===== config.mk =====
export PLATFORM = sky130hd
export DESIGN_NAME = alu_control_sequencer
export DESIGN_NICKNAME = d
export VERILOG_FILES = /design/src/rtl/alu_control_sequencer.sv
export SDC_FILE = /design/constraint.sdc
export NUM_CORES = 1
export LEC_CHECK = 0
export ABC_CLOCK_PERIOD_IN_PS = 2660
export BUFFER_PORTS_ARGS = -buffer_cell sky130_fd_sc_hd__buf_2
export CAP_MARGIN = 5
export CELL_PAD_IN_SITES_DETAIL_PLACEMENT = 0
export CELL_PAD_IN_SITES_GLOBAL_PLACEMENT = 1
export CORE_MARGIN = 5
export CORE_UTILIZATION = 26
export CTS_CLUSTER_DIAMETER = 200
export DETAILED_ROUTE_END_ITERATION = 8
export PLACE_DENSITY = 0.93
export REMOVE_ABC_BUFFERS = 1
export SETUP_SLACK_MARGIN = 0.1
export SYNTH_ARGS = -nofsm -noshare
export SYNTH_HDL_FRONTEND = slang
export SYNTH_SLANG_ARGS = --single-unit

===== constraint.sdc =====
create_clock -name clock -period 2.66 [get_ports clock]
set_input_delay 0.399 -clock clock [delete_from_list [all_inputs] [get_ports clock]]
set_output_delay 0.399 -clock clock [all_outputs]
set_load 0.02 [all_outputs]

===== src/rtl/alu_control_sequencer.sv =====
// alu_control_sequencer: T-state control unit for register-to-register ALU instructions
module alu_control_sequencer #(
  parameter bit RESET_PC_HOLD = 1'b0
) (
  input  logic        clock,
  input  logic        clear,
  input  logic        run,
  input  logic [31:0] ir,
  input  logic        mem_rdy,
  output logic        PCout,
  output logic        MARin,
  output logic        IncPC,
  output logic        PCin,
  output logic        MDMuxread,
  output logic        MDRin,
  output logic        MDRout,
  output logic        IRin,
  output logic        Yin,
  output logic        Zlowin,
  output logic        Zhighin,
  output logic        Zlowout,
  output logic        Zhighout,
  output logic        HIin,
  output logic        LOin,
  output logic [15:0] Rin,
  output logic [15:0] Rout,
  output logic        ADD,
  output logic        SUB,
  output logic        MUL,
  output logic        DIV,
  output logic        AND,
  output logic        OR,
  output logic        SHR,
  output logic        SHRA,
  output logic        SHL,
  output logic        ROR,
  output logic        ROL,
  output logic        NEG,
  output logic        NOT,
  output logic        done,
  output logic        illegal_op,
  output logic [3:0]  tstate
);
  typedef enum logic [3:0] {IDLE, T0, T1, T1M, T2, T3, T4, T5, T6} state_t;
  state_t st_q, st_d, bnd;
  logic armed_q, armed_d;
  logic [4:0] opc;
  logic [15:0] ra_oh, rb_oh, rc_oh;
  logic tr, md, un, opx;
  always_comb begin
    opc = ir[31:27];
    ra_oh = 16'(1) << ir[26:23];
    rb_oh = 16'(1) << ir[22:19];
    rc_oh = 16'(1) << ir[18:15];
    tr = opc >= 5'd3 && opc <= 5'd11;
    md = opc == 5'd15 || opc == 5'd16;
    un = opc == 5'd17 || opc == 5'd18;
    done = (st_q == T4 && un) || (st_q == T5 && tr) || (st_q == T6 && md);
    illegal_op = st_q == T3 && !(tr || md || un);
    bnd = run ? T0 : IDLE;
    armed_d = armed_q | run;
    // with the hold option, run must have been seen in an earlier cycle after clear
    st_d = st_q == IDLE ? ((run && (!RESET_PC_HOLD || armed_q)) ? T0 : IDLE) :
           st_q == T0 ? T1 :
           st_q == T1 ? T1M :
           st_q == T1M ? (mem_rdy ? T2 : T1M) :
           st_q == T2 ? T3 :
           (done || illegal_op) ? bnd :
           st_q == T3 ? T4 :
           st_q == T4 ? T5 :
           st_q == T5 ? T6 : IDLE;
    PCout = st_q == T0;
    MARin = st_q == T0;
    IncPC = st_q == T0;
    PCin = st_q == T1;
    MDMuxread = st_q == T1M;
    MDRin = st_q == T1M && mem_rdy;
    MDRout = st_q == T2;
    IRin = st_q == T2;
    Yin = st_q == T3 && (tr || md);
    Zlowin = st_q == T0 || (st_q == T3 && un) || (st_q == T4 && (tr || md));
    Zhighin = st_q == T4 && md;
    Zlowout = st_q == T1 || (st_q == T4 && un) || (st_q == T5 && (tr || md));
    Zhighout = st_q == T6 && md;
    HIin = st_q == T6 && md;
    LOin = st_q == T5 && md;
    Rout = (st_q == T3 && (tr || un)) ? rb_oh :
           (st_q == T3 && md) ? ra_oh :
           (st_q == T4 && tr) ? rc_oh :
           (st_q == T4 && md) ? rb_oh : 16'h0;
    Rin = ((st_q == T4 && un) || (st_q == T5 && tr)) ? ra_oh : 16'h0;
    opx = (st_q == T3 && un) || (st_q == T4 && (tr || md));
    ADD = opx && opc == 5'd3;
    SUB = opx && opc == 5'd4;
    AND = opx && opc == 5'd5;
    OR = opx && opc == 5'd6;
    ROR = opx && opc == 5'd7;
    ROL = opx && opc == 5'd8;
    SHR = opx && opc == 5'd9;
    SHRA = opx && opc == 5'd10;
    SHL = opx && opc == 5'd11;
    DIV = opx && opc == 5'd15;
    MUL = opx && opc == 5'd16;
    NEG = opx && opc == 5'd17;
    NOT = opx && opc == 5'd18;
    tstate = st_q;
  end
  always_ff @(posedge clock) begin
    if (clear) begin
      st_q <= IDLE;
      armed_q <= 1'b0;
    end else begin
      st_q <= st_d;
      armed_q <= armed_d;
    end
  end
endmodule


==> Implementation_results.wiki, run 1 <==
{| class="wikitable"
! Metric !! Value
|-
| Wire length of the first global-routing pass || 8935 um
|-
| Total die area || around 6800 um^2
|-
| Max FFs per register || 4
|-
| Maximum buffer depth of the clock tree || 2
|-
| Final sum of negative setup slack || 0 ns
|-
| Number of synthesized register bits || 4
|-
| Post-synthesis instance area || 1376 um^2
|-
| Post-layout min period || 2.554 ns
|-
| Setup repair after global routing missed its margin || yes
|-
| Remaining number of nets flagged by the antenna check after routing || 0
|-
| Length of the first detailed-routing pass in iterations || 4
|-
| Portion of total power attributed to combinational logic || 0.491
|-
| Pin count of the biggest net entering global routing || 18
|-
| Count of distinct cell types in the synthesized netlist || 51
|-
| Diodes inserted || 0
|-
| Synth Warn # || 0
|-
| Maximum fanout along the worst path || 7
|-
| Arrival time at the worst endpoint || around 2.2 ns
|-
| DRC violation total after the first TritonRoute iteration || 192
|-
| Number of buffers added to fix hold violations after cts || 0
|-
| Remaining Overflow, GRT || 0
|-
| Number of port buffers || 86
|-
| Category of the worst setup path launch point || input port
|-
| Final weighted congestion in routability-driven placement || 0.9447
|-
| Vias || 2143
|-
| Number of clock sinks seen by CTS || 4
|-
| Mean instance size in the synthesized netlist || 6.342 um^2
|-
| Finish-stage setup viols || 0
|-
| DR DRC count || 0
|-
| Place WS || -0.01933 ns
|-
| Global-route usage over all layers || 0.1605
|-
| H-tree levels || 1
|-
| Sw Share || 0.3850
|-
| Top Ports || 102
|-
| Sequential standard cell area || between 80 and 90 um^2
|-
| Crit path capture type || output pin
|-
| Total count of max-transition violations in the final report || 0
|-
| Count of flip-flops with a built-in enable after synthesis || 0
|-
| Highest clock frequency the design can meet || 391.6 MHz
|-
| Layout cell share with drive strength beyond 1 || 0.4486
|-
| Root buf cell || sky130_fd_sc_hd__clkbuf_8
|-
| Worst hold path cell count || 2
|-
| Class of the worst hold path || in2reg
|-
| Vias per std cell || 5.481
|-
| Number of filler instances in the final layout || 574
|-
| CP Class || in2out
|-
| Crit path required time || 2.26 ns
|-
| Headroom to the max-slew limit || 0.6121
|-
| Final net count || 359
|-
| Fin crit share || 0.9601
|-
| Worst setup skew after layout || 0.002419 ns
|-
| Worst Hold Launch || clear
|-
| Final hold vios || 0
|-
| Mean routed wirelength per cell || 15.36 um
|-
| Clock tree from TritonCTS || done
|-
| Worst-Skew Late Latency || roughly 0.21 ns
|-
| Total number of placement rows || 26
|-
| Number of maximum-capacitance constraint violations || 0
|-
| Effective utilization at floorplan || 0.2678
|-
| End of the worst hold path || tstate[0]$_SDFF_PP0_
|-
| Die extent in x || slightly above 80 um
|-
| FFs w/ async S/R, synth || 0
|-
| Number of global-route vias before repair || just under 2000
|-
| Number of buffers inserted during clock tree synthesis || 3
|-
| Internal Dissipation || 230.8 uW
|-
| Dominant cells by area after synthesis || sky130_fd_sc_hd__nand2_1 7.1%, sky130_fd_sc_hd__nor3_1 6.5%, sky130_fd_sc_hd__o221ai_1 6.4%, sky130_fd_sc_hd__dfxtp_1 5.8%, sky130_fd_sc_hd__nand2b_1 5.5%
|-
| Maximum vdd drop || around 170 uV
|-
| Most common flop cell mapped by yosys || sky130_fd_sc_hd__dfxtp_1
|-
| Fraction of post-synthesis cell area in the top cell type by area || 0.07091
|-
| Core area || 5140 um^2
|-
| Number of cells traversed by the worst register-to-register path || 6
|-
| Portion of total power attributed to sequential cells || 0.177
|-
| Capture instance of the worst register-to-register path || tstate[0]$_SDFF_PP0_
|-
| Cells after Synth || 217
|-
| Setup slack of the critical path after layout || 0.1062 ns
|-
| LEAKAGE || a little over 0.001 uW
|-
| Reg-to-reg critical path startpoint || tstate[1]$_SDFF_PP0_
|-
| Die Y-Extent || 82.76 um
|-
| Flop2flop setup slack || 0.75 ns
|-
| Detailed Route WL || roughly 6000 um
|-
| Post-synthesis cell type with the largest combined area || sky130_fd_sc_hd__nand2_1
|-
| Sequential share of the synthesized area || 0.05818
|-
| Initial antenna violation count || 0
|-
| Switching power total || 144.5 uW
|-
| Worst Setup SP || ir[28]
|-
| Reg clk slew, reported paths || 0.03 ns
|-
| Layout overhead on the synthesized area || 64.82%
|-
| Placed wire-length estimate || 4552 um
|-
| Area of the multi-input gates || roughly 1300 um^2
|-
| Run status || completed
|-
| Worst-Margin Slew || approximately 0.57 ns
|-
| Part of the total power dissipated in the clock network || 0.332
|-
| Ratio of total power to cell area || ~170 nW/um^2
|}
power groups by stage:
stage | clock (uW) | combinational [uW] | sequential (uW)
final | 125 | 184 | 66.4
after global routing | 129 | 199 | 66.0
after CTS | 127 | 173 | 65.5
after detailed placement | 0 | 165 | 66.3
after global placement | 0 | 161 | 66.0
after floorplan | 0 | 73.0 | 73.6
Yosys cell counts, drive strengths merged, types with 3 or more instances:
| library cell | n |
|---|---|
| a21o | 4 |
| nand3 | 8 |
| nor2b | 9 |
| o221ai | 10 |
| nor2 | 17 |
| or3 | 5 |
| nand2 | 26 |
| nand3b | 4 |
| nand2b | 12 |
| o21ai | 6 |
| nor3b | 3 |
| nor4bb | 3 |
| inv | 4 |
| clkbuf | 12 |
| nor4b | 3 |
| nor4 | 9 |
| buf | 7 |
| nor3 | 18 |
| o211ai | 7 |
| a21oi | 10 |
| dfxtp | 4 |
kinds of logic after synthesis:
logic type,share of synthesized area
simple gates,0.5473
compound gates,0.3036
buf+inv,0.08454
flops,0.05818
xor+xnor,0.006365
final cells by class:
cell class | instances | share of cell area
Sequential cell | 4 | 0.03530
Tap cell | 70 | 0.03861
Clock buffer | 3 | 0.01820
Multi-Input combinational cell | 190 | 0.5698
Inverter | 4 | 0.006619
Timing Repair Buffer | 120 | 0.3315
metrics by stage:
stage                     hold slack (ns)  utilization  power (uW)  area, um^2  std cells
after floorplan                    0.4684            -       146.6        1275        198
after global placement             0.6149       0.3883       227.4        1996        381
after detailed placement           0.6171       0.3883       231.0        1996        381
after CTS                          0.3966       0.4136       365.2        2126        385
after global routing               0.4002       0.4413       393.7        2268        391
final                              0.3974       0.4413       375.3        2268        391
layout by cell type (no fill, tap or decap), types with 3 or more instances in the layout:
| cell type | netlist | final |
|---|---|---|
| sky130_fd_sc_hd__a21o_1 | 4 | 4 |
| sky130_fd_sc_hd__a21oi_1 | 10 | 9 |
| sky130_fd_sc_hd__buf_2 | 0 | 70 |
| sky130_fd_sc_hd__buf_4 | 4 | 44 |
| sky130_fd_sc_hd__buf_6 | 2 | 5 |
| sky130_fd_sc_hd__clkbuf_8 | 0 | 3 |
| sky130_fd_sc_hd__dfxtp_1 | 4 | 4 |
| sky130_fd_sc_hd__inv_1 | 4 | 4 |
| sky130_fd_sc_hd__nand2_1 | 26 | 26 |
| sky130_fd_sc_hd__nand2b_1 | 12 | 12 |
| sky130_fd_sc_hd__nand3_1 | 8 | 8 |
| sky130_fd_sc_hd__nand3b_1 | 4 | 4 |
| sky130_fd_sc_hd__nor2_1 | 17 | 17 |
| sky130_fd_sc_hd__nor2b_1 | 9 | 8 |
| sky130_fd_sc_hd__nor3_1 | 18 | 17 |
| sky130_fd_sc_hd__nor3b_1 | 3 | 3 |
| sky130_fd_sc_hd__nor4_1 | 9 | 5 |
| sky130_fd_sc_hd__nor4_2 | 0 | 3 |
| sky130_fd_sc_hd__o211ai_1 | 7 | 7 |
| sky130_fd_sc_hd__o21ai_1 | 1 | 3 |
| sky130_fd_sc_hd__o221ai_1 | 10 | 9 |
| sky130_fd_sc_hd__or3_1 | 5 | 4 |
worst max path at each step:
stage / cells after the start / end
after floorplan: 2 / Zlowin
after global placement: 7 / Rout[7]
after detailed placement: 8 / Rout[3]
after CTS: 7 / Rout[7]
after global routing: 7 / Rout[6]
final: 7 / Rout[7]
timing repair:
action / CTS / global route
gates resized for setup: 20 / 25
pin swaps: 8 / 15
setup buffers: 1 / 6
setup endpoints to repair: 15 / 31
endpoints found under the hold margin: 0 / 0
per-layer routing:
metal | GRT usage | part of all wire | up-vias | wire (um)
li1 | - | - | 1048 | -
met5 | 0 | 0 | - | 0
met1 | 0.2066 | 0.42 | 978 | 2539
met4 | 0.03758 | 0.017 | 0 | 105
met3 | 0.01627 | 0.071 | 12 | 427
met2 | 0.2853 | 0.49 | 105 | 2934
worst max-delay path, stage by stage:
cell,delay (ns)
sky130_fd_sc_hd__buf_8,0.11
sky130_fd_sc_hd__or4b_4,0.52
sky130_fd_sc_hd__o32a_4,0.27
sky130_fd_sc_hd__or3_4,0.40
sky130_fd_sc_hd__o221ai_2,0.17
sky130_fd_sc_hd__a21o_1,0.17
sky130_fd_sc_hd__buf_6,0.12
No activity file was read; power rests on OpenSTA's default activity.
==> run 2, diff against run 1 <==
- SETUP_SLACK_MARGIN: 0.1 -> 0.15
==> run 2 against run 1 <==
Net effect:
- routed wire length increased by 3.0%
- worst setup slack got worse by 0.0096 ns
- clock power about the same
- count of clock-buffer cells in the layout unchanged
- critical path type unchanged
- cell area increased by 2.7%
- sequential share of layout area decreased by 0.093 points
- first-iteration DRC count decreased by 8.9%
==> Implementation_results.wiki, run 2 (synthesized netlist as in run 1, its figures left out) <==
{| class="wikitable"
! Metric !! Value
|-
| Capture point of the critical path || Rout[7]
|-
| Category of the worst setup path launch point || input port
|-
| Minimum hold slack || 0.3980 ns (+0.0006060 ns)
|-
| Root buf cell || sky130_fd_sc_hd__clkbuf_8
|-
| Arrival time at the worst endpoint || 2.16 ns (about the same)
|-
| Slowest cell on the critical path || sky130_fd_sc_hd__or4b_4
|-
| Worst setup skew after layout || 0.002875 ns (+0.0004559 ns)
|-
| Cell-by-cell trace of the critical path || buf_8 > or4b_4 > o32a_4 > or3_4 > o221ai_2 > a21o_1 > buf_6
|-
| Max stage delay on crit path || 0.52 ns (about the same)
|-
| Ratio of total power to cell area || 162.5 nW/um^2 (-1.8%)
|-
| Top Ports || 102 (unchanged)
|-
| Final weighted congestion in routability-driven placement || 0.9447 (unchanged)
|-
| DRC violation total after the first TritonRoute iteration || 175 (-8.9%)
|-
| Placed inst area || 1996 um^2 (unchanged)
|-
| Crit path required time || 2.26 ns (about the same)
|-
| Commonest cells after routing, fill and taps aside || 68 x sky130_fd_sc_hd__buf_2, 45 x sky130_fd_sc_hd__buf_4, 26 x sky130_fd_sc_hd__nand2_1
|-
| Number of maximum-capacitance constraint violations || 0 (unchanged)
|-
| Vias per std cell || 5.623 (+2.6%)
|-
| H-tree levels || 1 (unchanged)
|-
| Worst-Skew Late Latency || 0.21 ns (about the same)
|-
| Setup slack of the critical path after layout || 0.09665 ns (-0.009577 ns)
|-
| Finish-stage setup viols || 0 (unchanged)
|-
| Wire length of the first global-routing pass || 8928 um (about the same)
|-
| CP Class || in2out
|-
| Layout overhead on the synthesized area || 69.27%
|-
| Number of clock sinks seen by CTS || 4 (unchanged)
|-
| Critical path buffer and inverter count || 2 (unchanged)
|-
| Die extent in x || 82.76 um (unchanged)
|-
| Maximum fanout along the worst path || 7 (unchanged)
|-
| Placed Cells || 381 (unchanged)
|-
| Core area || 5140 um^2 (unchanged)
|-
| Area of the multi-input gates || 1356 um^2 (+4.9%)
|-
| Worst Setup SP || ir[28]
|-
| Reg clk slew, reported paths || 0.03 ns (about the same)
|-
| Total number of placement rows || 26 (unchanged)
|-
| Post-layout min period || 2.563 ns (+0.009577 ns)
|-
| Layout cell share with drive strength beyond 1 || 0.4781 (+0.02953)
|-
| Run status || completed
|-
| Place WS || -0.01933 ns (unchanged)
|-
| Total die area || 6848 um^2 (unchanged)
|-
| Initial antenna violation count || 0 (unchanged)
|-
| Commonest non-fill, non-tap cell in the layout || sky130_fd_sc_hd__buf_2
|-
| Headroom to the max-slew limit || 0.6033 (-0.008844)
|-
| Total count of max-transition violations in the final report || 0 (unchanged)
|-
| Mean routed wirelength per cell || 15.86 um (+3.3%)
|-
| Highest clock frequency the design can meet || 390.1 MHz (-0.37%)
|-
| Logic depth of the worst setup path including buffers || 7 (unchanged)
|-
| Final net count || 358 (-0.28%)
|-
| Capture instance of the worst register-to-register path || tstate[0]$_SDFF_PP0_
|-
| Effective utilization at floorplan || 0.2678 (unchanged)
|-
| Final Non-Filler Cells || 390 (-0.26%)
|-
| Number of filler instances in the final layout || 559 (-2.6%)
|-
| Die Y-Extent || 82.76 um (unchanged)
|-
| Sequential standard cell area || 80.08 um^2 (unchanged)
|-
| Number of port buffers || 86 (unchanged)
|-
| Maximum buffer depth of the clock tree || 2 (unchanged)
|-
| Diodes inserted || 0 (unchanged)
|-
| Reg-to-reg critical path startpoint || tstate[1]$_SDFF_PP0_
|-
| Cell type group with the largest total delay on the critical path || simple AND/OR/NAND/NOR gates
|-
| Pin count of the biggest net entering global routing || 18 (unchanged)
|-
| Final sum of negative setup slack || 0 ns (unchanged)
|-
| Remaining number of nets flagged by the antenna check after routing || 0 (unchanged)
|-
| Remaining Overflow, GRT || 0 (unchanged)
|-
| Length of the first detailed-routing pass in iterations || 4 (unchanged)
|-
| Class of the worst hold path || in2reg
|-
| Number of buffers inserted during clock tree synthesis || 3 (unchanged)
|-
| Vias || 2193 (+2.3%)
|-
| Max FFs per register || 4 (unchanged)
|-
| Final hold vios || 0 (unchanged)
|-
| Worst-Margin Slew || 0.5868 ns (+0.01308 ns)
|-
| Crit path capture type || output pin
|-
| Flop2flop setup slack || 0.76 ns (about the same)
|-
| Number of cells traversed by the worst register-to-register path || 6 (unchanged)
|-
| Global-route usage over all layers || 0.1605 (unchanged)
|-
| Clock tree from TritonCTS || done
|-
| Number of global-route vias before repair || 1944 (+0.10%)
|-
| Maximum vdd drop || 166.8 uV (-0.24%)
|-
| Fin crit share || 0.9637 (+0.003600)
|-
| Placed wire-length estimate || 4552 um (unchanged)
|-
| Setup repair after global routing missed its margin || yes
|-
| DR DRC count || 0 (unchanged)
|-
| Detailed Route WL || 6187 um (+3.0%)
|-
| Worst Hold Launch || clear
|-
| Area of all placed cells without fillers || 2330 um^2 (+2.7%)
|-
| LEAKAGE || 0.001021 uW (+0.22%)
|}
run 2: worst min-delay path by stage:
stage | cells after the start | end | slack (ns)
CTS | 2 | tstate[0]$_SDFF_PP0_ | 0.40
detailed placement | 2 | tstate[0]$_SDFF_PP0_ | 0.62
finish | 2 | tstate[0]$_SDFF_PP0_ | 0.40
global placement | 2 | tstate[0]$_SDFF_PP0_ | 0.61
floorplan | 1 | tstate[0]$_SDFF_PP0_ | 0.47
global route | 2 | tstate[0]$_SDFF_PP0_ | 0.40
run 2: per-layer routing:
metal  vias to the layer above  track usage  share of wire
met4                         0      0.03758          0.017
met1                      1007       0.2066           0.41
met5                         -            0              0
met2                       121       0.2853           0.50
met3                        14      0.01627          0.067
li1                       1051            -              -
run 2: final cells by class:
type	instances	share of cell area
clock buffers	3	0.01772
inverters	4	0.006445
multi-input cells	190	0.5822
flip-flops and latches	4	0.03437
well taps	70	0.03759
repair buffers	119	0.3217
run 2: stage by stage:
| step | utilization | power, uW |
|---|---|---|
| 2_1_floorplan | - | 146.6 |
| 3_3_place_gp | 0.3883 | 227.4 |
| 3_5_place_dp | 0.3883 | 231.0 |
| 4_1_cts | 0.4148 | 365.8 |
| 5_1_grt | 0.4533 | 397.1 |
| 6_report | 0.4533 | 378.7 |
run 2: power breakdown:
part	internal (uW)	switching [uW]	leakage (uW)	total, uW
logic	72.4	116	0.000966	188
clock network	96.2	28.2	0.0000216	124
registers	63.2	3.07	0.0000327	66.3
total	232	147	0.00102	379
run 2: timing repair:
item                                    CTS  global route
pin swaps                                11            13
gates resized for setup                  23            37
endpoints found under the setup margin   22            40
gates cloned                              0             0
setup buffers                             1             5
hold buffers                              0             0
